[src/rtl/id_ex_pkg.sv]
// Shared definitions for the ID/EX dispatch queue: packed micro-op layout,
// opcode constants and the bubble test used at the queue input.
package id_ex_pkg;

    // Packed micro-op width and field layout (LSB offsets and widths).
    localparam int UOP_W       = 103;

    localparam int OPC_LSB     = 0;
    localparam int OPC_W       = 7;
    localparam int F3_LSB      = 7;
    localparam int F3_W        = 3;
    localparam int F7_LSB      = 10;
    localparam int F7_W        = 7;
    localparam int RS1_LSB     = 17;
    localparam int RS2_LSB     = 22;
    localparam int RD_LSB      = 27;
    localparam int REG_W       = 5;
    localparam int IMM_LSB     = 32;
    localparam int IMM_W       = 32;
    localparam int LWSW_LSB    = 64;
    localparam int LWSW_W      = 2;
    localparam int REGWR_BIT   = 66;
    localparam int MEMRD_BIT   = 67;
    localparam int MEMWR_BIT   = 68;
    localparam int MEM2REG_BIT = 69;
    localparam int HASIMM_BIT  = 70;
    localparam int PC_LSB      = 71;
    localparam int PC_W        = 32;

    // Major opcodes seen by the queue; an all-zero opcode marks a bubble.
    typedef enum logic [OPC_W-1:0] {
        OPC_BUBBLE = 7'h00,
        OPC_LOAD   = 7'h03,
        OPC_OP_IMM = 7'h13,
        OPC_AUIPC  = 7'h17,
        OPC_STORE  = 7'h23,
        OPC_OP     = 7'h33,
        OPC_LUI    = 7'h37,
        OPC_BRANCH = 7'h63,
        OPC_JALR   = 7'h67,
        OPC_JAL    = 7'h6F
    } opcode_e;

    // A bubble is handshaken away at the input but never occupies an entry.
    function automatic logic is_bubble(input logic [OPC_W-1:0] opc);
        return opc == OPC_BUBBLE;
    endfunction

endpackage

[src/rtl/id_ex_dispatch_queue.sv]
// In-order DEPTH-entry micro-op FIFO between decode and dispatch.
// Bubbles are accepted but dropped, stall freezes the head, flush empties
// the queue. Head data is read from the registered array (no bypass).
module id_ex_dispatch_queue #(
    parameter int UOP_W = id_ex_pkg::UOP_W,
    parameter int DEPTH = 4
) (
    input  logic                       clk,
    input  logic                       rst,
    input  logic                       flush,
    input  logic                       stall,
    input  logic                       in_valid,
    output logic                       in_ready,
    input  logic [UOP_W-1:0]           uop_in,
    output logic                       out_valid,
    input  logic                       out_ready,
    output logic [UOP_W-1:0]           uop_out,
    output logic [$clog2(DEPTH+1)-1:0] count,
    output logic                       almost_full,
    output logic                       is_dispatching
);
    import id_ex_pkg::*;

    localparam int PW = (DEPTH > 1) ? $clog2(DEPTH) : 1;
    localparam int CW = $clog2(DEPTH + 1);
    localparam logic [CW-1:0] FULL_CNT  = CW'(DEPTH);
    localparam logic [CW-1:0] AFULL_CNT = CW'(DEPTH - 1);

    logic [UOP_W-1:0] mem [DEPTH];
    logic [PW-1:0]    rd_ptr;
    logic [PW-1:0]    wr_ptr;
    logic [CW-1:0]    count_next;
    logic             bubble;
    logic             push;
    logic             pop;
    logic             empty;

    assign empty          = (count == '0);
    assign bubble         = is_bubble(uop_in[OPC_LSB +: OPC_W]);
    assign in_ready       = (count != FULL_CNT);
    assign almost_full    = (count >= AFULL_CNT);
    assign push           = in_valid & in_ready & ~bubble & ~flush;
    assign out_valid      = ~empty & ~stall & ~flush;
    assign pop            = out_valid & out_ready;
    assign is_dispatching = pop;

    // Occupancy update: simultaneous push and pop leave the count unchanged.
    always_comb begin
        // NOTE: every always_comb output gets a default first so no path leaves it unassigned and infers a latch.
        count_next = count;
        case ({push, pop})
            2'b10:   count_next = count + 1'b1;
            2'b01:   count_next = count - 1'b1;
            default: count_next = count;
        endcase
    end

    // Head presentation: zero when empty, otherwise the stored entry at rd_ptr.
    always_comb begin
        uop_out = '0;
        if (!empty) begin
            uop_out = mem[rd_ptr];
        end
    end

    // Pointer and count state; reset outranks flush, flush outranks push/pop.
    always_ff @(posedge clk) begin
        // NOTE: sequential state uses non-blocking assignments so every register samples pre-edge values.
        if (rst) begin
            rd_ptr <= '0;
            wr_ptr <= '0;
            count  <= '0;
        end else if (flush) begin
            rd_ptr <= '0;
            wr_ptr <= '0;
            count  <= '0;
        end else begin
            if (push) begin
                wr_ptr <= wr_ptr + 1'b1;
            end
            if (pop) begin
                rd_ptr <= rd_ptr + 1'b1;
            end
            count <= count_next;
        end
    end

    // Entry storage written on push.
    always_ff @(posedge clk) begin
        // NOTE: the array is deliberately not reset; count gates visibility, so stale contents are never observed.
        if (push) begin
            mem[wr_ptr] <= uop_in;
        end
    end

    // Occupancy never exceeds DEPTH and a push only happens with room.
    a_count_bound: assert property (@(posedge clk) disable iff (rst) count <= FULL_CNT);
    a_push_ready:  assert property (@(posedge clk) disable iff (rst) push |-> in_ready);
    a_pop_nonempty: assert property (@(posedge clk) disable iff (rst) pop |-> !empty);

endmodule
[config.mk]
export PLATFORM = sky130hd
export DESIGN_NAME = id_ex_dispatch_queue
export DESIGN_NICKNAME = d
export VERILOG_FILES = /design/src/rtl/id_ex_pkg.sv /design/src/rtl/id_ex_dispatch_queue.sv
export SDC_FILE = /design/constraint.sdc
export NUM_CORES = 1
export LEC_CHECK = 0
export CORE_ASPECT_RATIO = 0.5
export CORE_MARGIN = 3
export CORE_UTILIZATION = 28
export CTS_CLUSTER_SIZE = 28
export DETAILED_ROUTE_END_ITERATION = 12
export GPL_ROUTABILITY_DRIVEN = 0
export SLEW_MARGIN = 15
export SYNTH_ARGS = -nofsm -noshare
export SYNTH_HDL_FRONTEND = slang
export SYNTH_SLANG_ARGS = --single-unit
[constraint.sdc]
create_clock -name clk -period 4.5 [get_ports clk]
set_clock_uncertainty 0.1 [all_clocks]
set_input_delay 0.9 -clock clk [delete_from_list [all_inputs] [get_ports clk]]
set_output_delay 0.9 -clock clk [all_outputs]
set_load 0.05 [all_outputs]
# --- After elaboration in Yosys (flattened, before gate mapping) ---
# Memories as Yosys holds them, arrays and structs flattened. A register that Yosys moved wholly into a read port is not among the register bits.
# Index checks and enable logic that the tools add are counted.
totals:
  ff_bits: 7
  ramBits: 412
  inputBits: 109
  out_inout_bits: 110
  wordCells: 32
  n_memories: 1
op_classes:
  add_sub_neg: 4
  order_cmp: 1
  n_eq_ne: 3
  n_mux: 6
  bitwise: 10
  n_reduce_logical: 4
mem_list:
  columns: ["memory", "words", "width", "read_ports", "rd_ports_with_merged_regs", "wr", "line_no", "rtl"]
  rows:
  - ["mem", 4, 103, 1, 1, 1, "id_ex_dispatch_queue.sv:29", "logic [UOP_W-1:0] mem [DEPTH];"]
ops:
  columns: ["operator", "n"]
  rows:
  - ["$mux W103", 1]
  - ["$logic_not A7 Y1", 1]
  - ["$and A1 B1 Y1", 6]
  - ["$pmux W3 S2", 1]
  - ["$add A2 B1 Y2 const B", 2]
  - ["$mux W2", 2]
  - ["$not A1 Y1", 4]
  - ["$add A3 B1 Y3 const B", 1]
  - ["$ge A3 B2 Y1 const B", 1]
  - ["$logic_not A3 Y1", 1]
  - ["$ne A3 B3 Y1 const B", 1]
  - ["$sub A3 B1 Y3 const B", 1]
  - ["$eq A2 B1 Y1 const B", 1]
  - ["$eq A2 B2 Y1 const B", 1]
  - ["$mux W1", 2]
  - ["$reduce_bool A2 Y1", 1]
  - ["$reduce_or A2 Y1", 1]

# --- Logic depth before layout (Yosys ltp) ---
depth:
  depth_word: 7
  mapped_depth: 9
  ltp_nobuf: 9

# --- Least setup slack after synthesis ---
# No wires, ideal clock.
synth_timing:
  path_kind: "input port to flip-flop"
  start: "input port uop_in[1]"
  end: "memory mem[2][0], enable pin"
  setup_time_ps: 474
  arrival_time_ps: 3894
  required_time_ps: 3926
  path_slack_ps: 32
  path_stages: 3
  n_path_buf: 0
  cell_sequence: "nor3_1 a2111oi_4 and2_1"
synth_via:
  elab_chain_cells: 6
synth_lines:
  columns: ["element", "line_no", "rtl"]
  rows:
  - ["from (decl)", "id_ex_dispatch_queue.sv:14", "input logic [UOP_W-1:0] uop_in,"]
  - ["$logic_not A7 Y1", "id_ex_pkg.sv:46", "return opc == OPC_BUBBLE;"]
  - ["$not A1 Y1", "id_ex_dispatch_queue.sv:42", "assign push = in_valid & in_ready & ~bubble & ~flush;"]
  - ["$and A1 B1 Y1 (2 in series)", "id_ex_dispatch_queue.sv:42", null]
  - ["$mux W1", "id_ex_dispatch_queue.sv:91", "if (push) begin"]
  - ["$mux W1 (not written as such)", "id_ex_dispatch_queue.sv:92", "mem[wr_ptr] <= uop_in;"]
  - ["to (decl)", "id_ex_dispatch_queue.sv:29", null]
# No other way between the ends.

==> summary.txt <==
Cells and area
  • FF+latch area: 12600 sq um
  • Fill count: 5194
  • Multi-input logic area: 3320 sq um
  • Final net count: between 1000 and 1500
  • Share of cells above drive strength 1: 18.8%
  • Util after Layout: 36.7%
  • Fin area: ~21000 sq um
  • P&R area growth vs syn: 28.1%

Synthesis
  • Synth Area in XOR/XNOR: 0.109%
  • Count of mapped cells out of synthesis: 712
  • Synth Warn #: 0
  • Post-synthesis compound-gate area fraction: less than 1%
  • Post-Syn Nets: slightly above 800
  • Most common cell in the synthesized netlist: edfxtp_1
  • Area share of fa/ha/maj cells after synthesis: 0.513%
  • Post-synth EDFFs: ~410
  • #FFs+latches synth: 421
  • Sequential fraction of the synthesis area: 77.9%
  • Top cell type's share of synthesized area: 76.8%
  • Largest cells by area after synthesis: edfxtp_1 (77%), mux4_2 (14%), nor2b_1 (4.0%)
  • Async SR Flop Fraction: 0%
  • Leading area contributor after synthesis: edfxtp_1
  • Post-Synth Simple-Gate Area: 4.93%
  • Dominant synthesized flop cell: edfxtp_1
  • Mux share of post-synthesis cell area: 14.7%
  • Largest family of logic cells by synthesized area: multiplexers
  • Syn Std Cell Area: 16100 sq um
  • Most frequent cells after synthesis: edfxtp_1 (412), mux4_2 (103), nor2b_1 (103), clkbuf_1 (11)
  • Syn_area_per_cell: 22.6 sq um
  • Post-synth cell types: 29

Floorplan
  • Rows: 61
  • Ports: between 200 and 250
  • Initial Util: 28.7%
  • Core area: 56200 sq um
  • Die height: 176 microns
  • DIE WIDTH: 345 microns
  • Die Area: about 60000 sq um

Timing
  • Hold Vio Cnt, Final: 0
  • Slew HR: 49.8%
  • Worst-margin pin slew: approximately 0.75 ns
  • Tmin final: approximately 4.0 ns
  • Period utilisation layout: 89.5%
  • Slew Limit Fails: 0
  • RSZ-0062 raised after global routing: false
  • Finish-stage setup viols: 0
  • F_max: 248 MHz
  • Final setup TNS: 0 ns

Flow run
  • Max-cap violation count: 0

Power and ir drop
  • LEAKAGE: 6.20 nW
  • Max IR drop VDD: 218 uV
  • Cell Pwr Density: 395 nW/um^2

CTS
  • Clk buf depth: 3
  • CTS sink cnt: 421
  • Hold-fix buffers at CTS: 0
  • CTS Root Cell: clkbuf_16
  • Htree depth: 2
  • CTS tree: yes
  • Resized cells post-CTS: 0
  • Latest clock arrival within the worst-skew pair: 0.53 ns
  • Clock transition at path regs: 0.06 ns
  • Number of buffers created by CTS: 43
  • Post CTS Setup Buffer Count: 0

Routing
  • WL final: 34200 microns
  • DRC errors left: 0
  • Final antenna-violating net count: 0
  • Drt pass-1 iters: 6
  • WL per Instance: 19.5 microns
  • Vias per inst: 4.30
  • Starting DRT DRC Count: 392
  • Via count: between 7000 and 8000

Critical path
  • Startpoint types: flip-flop
  • WP data required: 3.50 ns
  • Critical path capture point type: output pin
  • CP Max Fanout: 50
  • Crit path DAT: 3.03 ns
  • Critical path class: flip-flop to output pin

GRT
  • Global-route wire length before repair: roughly 52000 microns
  • Initial antenna violation count: 3
  • Number of global-route vias before repair: 8287
  • Largest net degree at the start of global routing: 104
  • GR Util All Layers: between 10% and 20%
  • Remaining global-route overflow: 0

Placement
  • Port-buffer cells: 218
  • Hpwl dp: between 20000 and 25000 microns
  • DP Area: 19300 sq um

Run status
  • Status: finished clean

Min path
  • Hold Path Class: flip-flop to flip-flop
## area by class of cell
type / instances / share of cell area (%)
antenna: 3 / 0.0364
clock buffer: 58 / 5.70
clock inverter: 21 / 0.716
inverter: 8 / 0.146
multi-input combinational: 249 / 16.1
sequential: 421 / 60.9
tap: 756 / 4.59
timing repair buffer: 236 / 11.8
## critical path, cell delays in order (launching register included)
cell and delay (ns):
dfxtp_4 0.53, buf_12 0.41, mux4_2 0.56, nor2b_1 0.18, clkdlybuf4s50_1 0.76
## through the flow
stage	std cells	setup WS [ns]	hold slack [ns]	power, mW
2_1_floorplan	712	0.0322	0.354	4.67
3_3_place_gp	1670	0.750	0.359	4.89
3_5_place_dp	1670	0.687	0.370	4.90
4_1_cts	1749	0.378	0.380	8.24
5_1_grt	1752	0.302	0.400	8.41
6_report	1752	0.472	0.374	8.14
## placed cells by master (no fill, tap or decap), types with 2 or more instances in the layout
master           instances
xor2_1                   2
buf_12                  10
a21oi_1                  3
clkbuf_1                13
buf_4                    9
nor2b_1                103
dfxtp_1                  7
diode_2                  3
nor2_1                   4
mux4_2                 103
inv_1                    8
edfxtp_1               412
and2_4                   4
clkinv_2                 6
clkdlybuf4s50_1        217
bufinv_16                2
mux2i_1                  4
nor3_1                   2
dfxtp_4                  2
or3_1                    3
o21ai_0                  2
ha_1                     5
nand2_1                  5
clkinv_1                11
clkbuf_16               45
## routing by layer
metal  global-route usage [%]  vias up  share of wire, %
li1                         -     3405                 -
met1                     11.7     3991                35
met2                     22.4       87                60
met3                     1.46       47               2.4
met4                     3.32        0               2.1
met5                        0        -                 0
## flip-flops by register name, summed over array words and instances (netlist names), named ones only
| name | flops |
|---|---|
| mem | 412 |
| count | 3 |
| rd_ptr | 2 |
| wr_ptr | 2 |
## path summary, 6_finish.rpt
kind                            cells past startpoint               endpoint                    from  slack (ns)
worst min-delay path                                2              flip-flop  rd_ptr[1]$_SDFFE_PP0P_        0.37
worst max-delay path                                4            uop_out[74]               flip-flop        0.47
worst max register to register                      9  count[2]$_SDFFE_PP0P_   count[0]$_SDFFE_PP0P_        1.51
worst min register to register                      2              flip-flop  rd_ptr[1]$_SDFFE_PP0P_        0.37
## power by group
group	switching, mW	internal [mW]
registers	0.0131	4.36
logic	0.238	0.196
clock network	1.39	1.94
total	1.64	6.50
## logic make-up (layout without fill, tap and decap cells)
kind of cell	Yosys count	count (layout)
AOI/OAI and AO/OA	7	7
muxes	107	107
xor gates and xnor gates	2	2
other	0	3
DFF	421	421
buffers and inverters	42	323
and+or+nand+nor	127	127
adders and majority gates	6	6
Note: power is estimated with default switching activity, not from simulation.
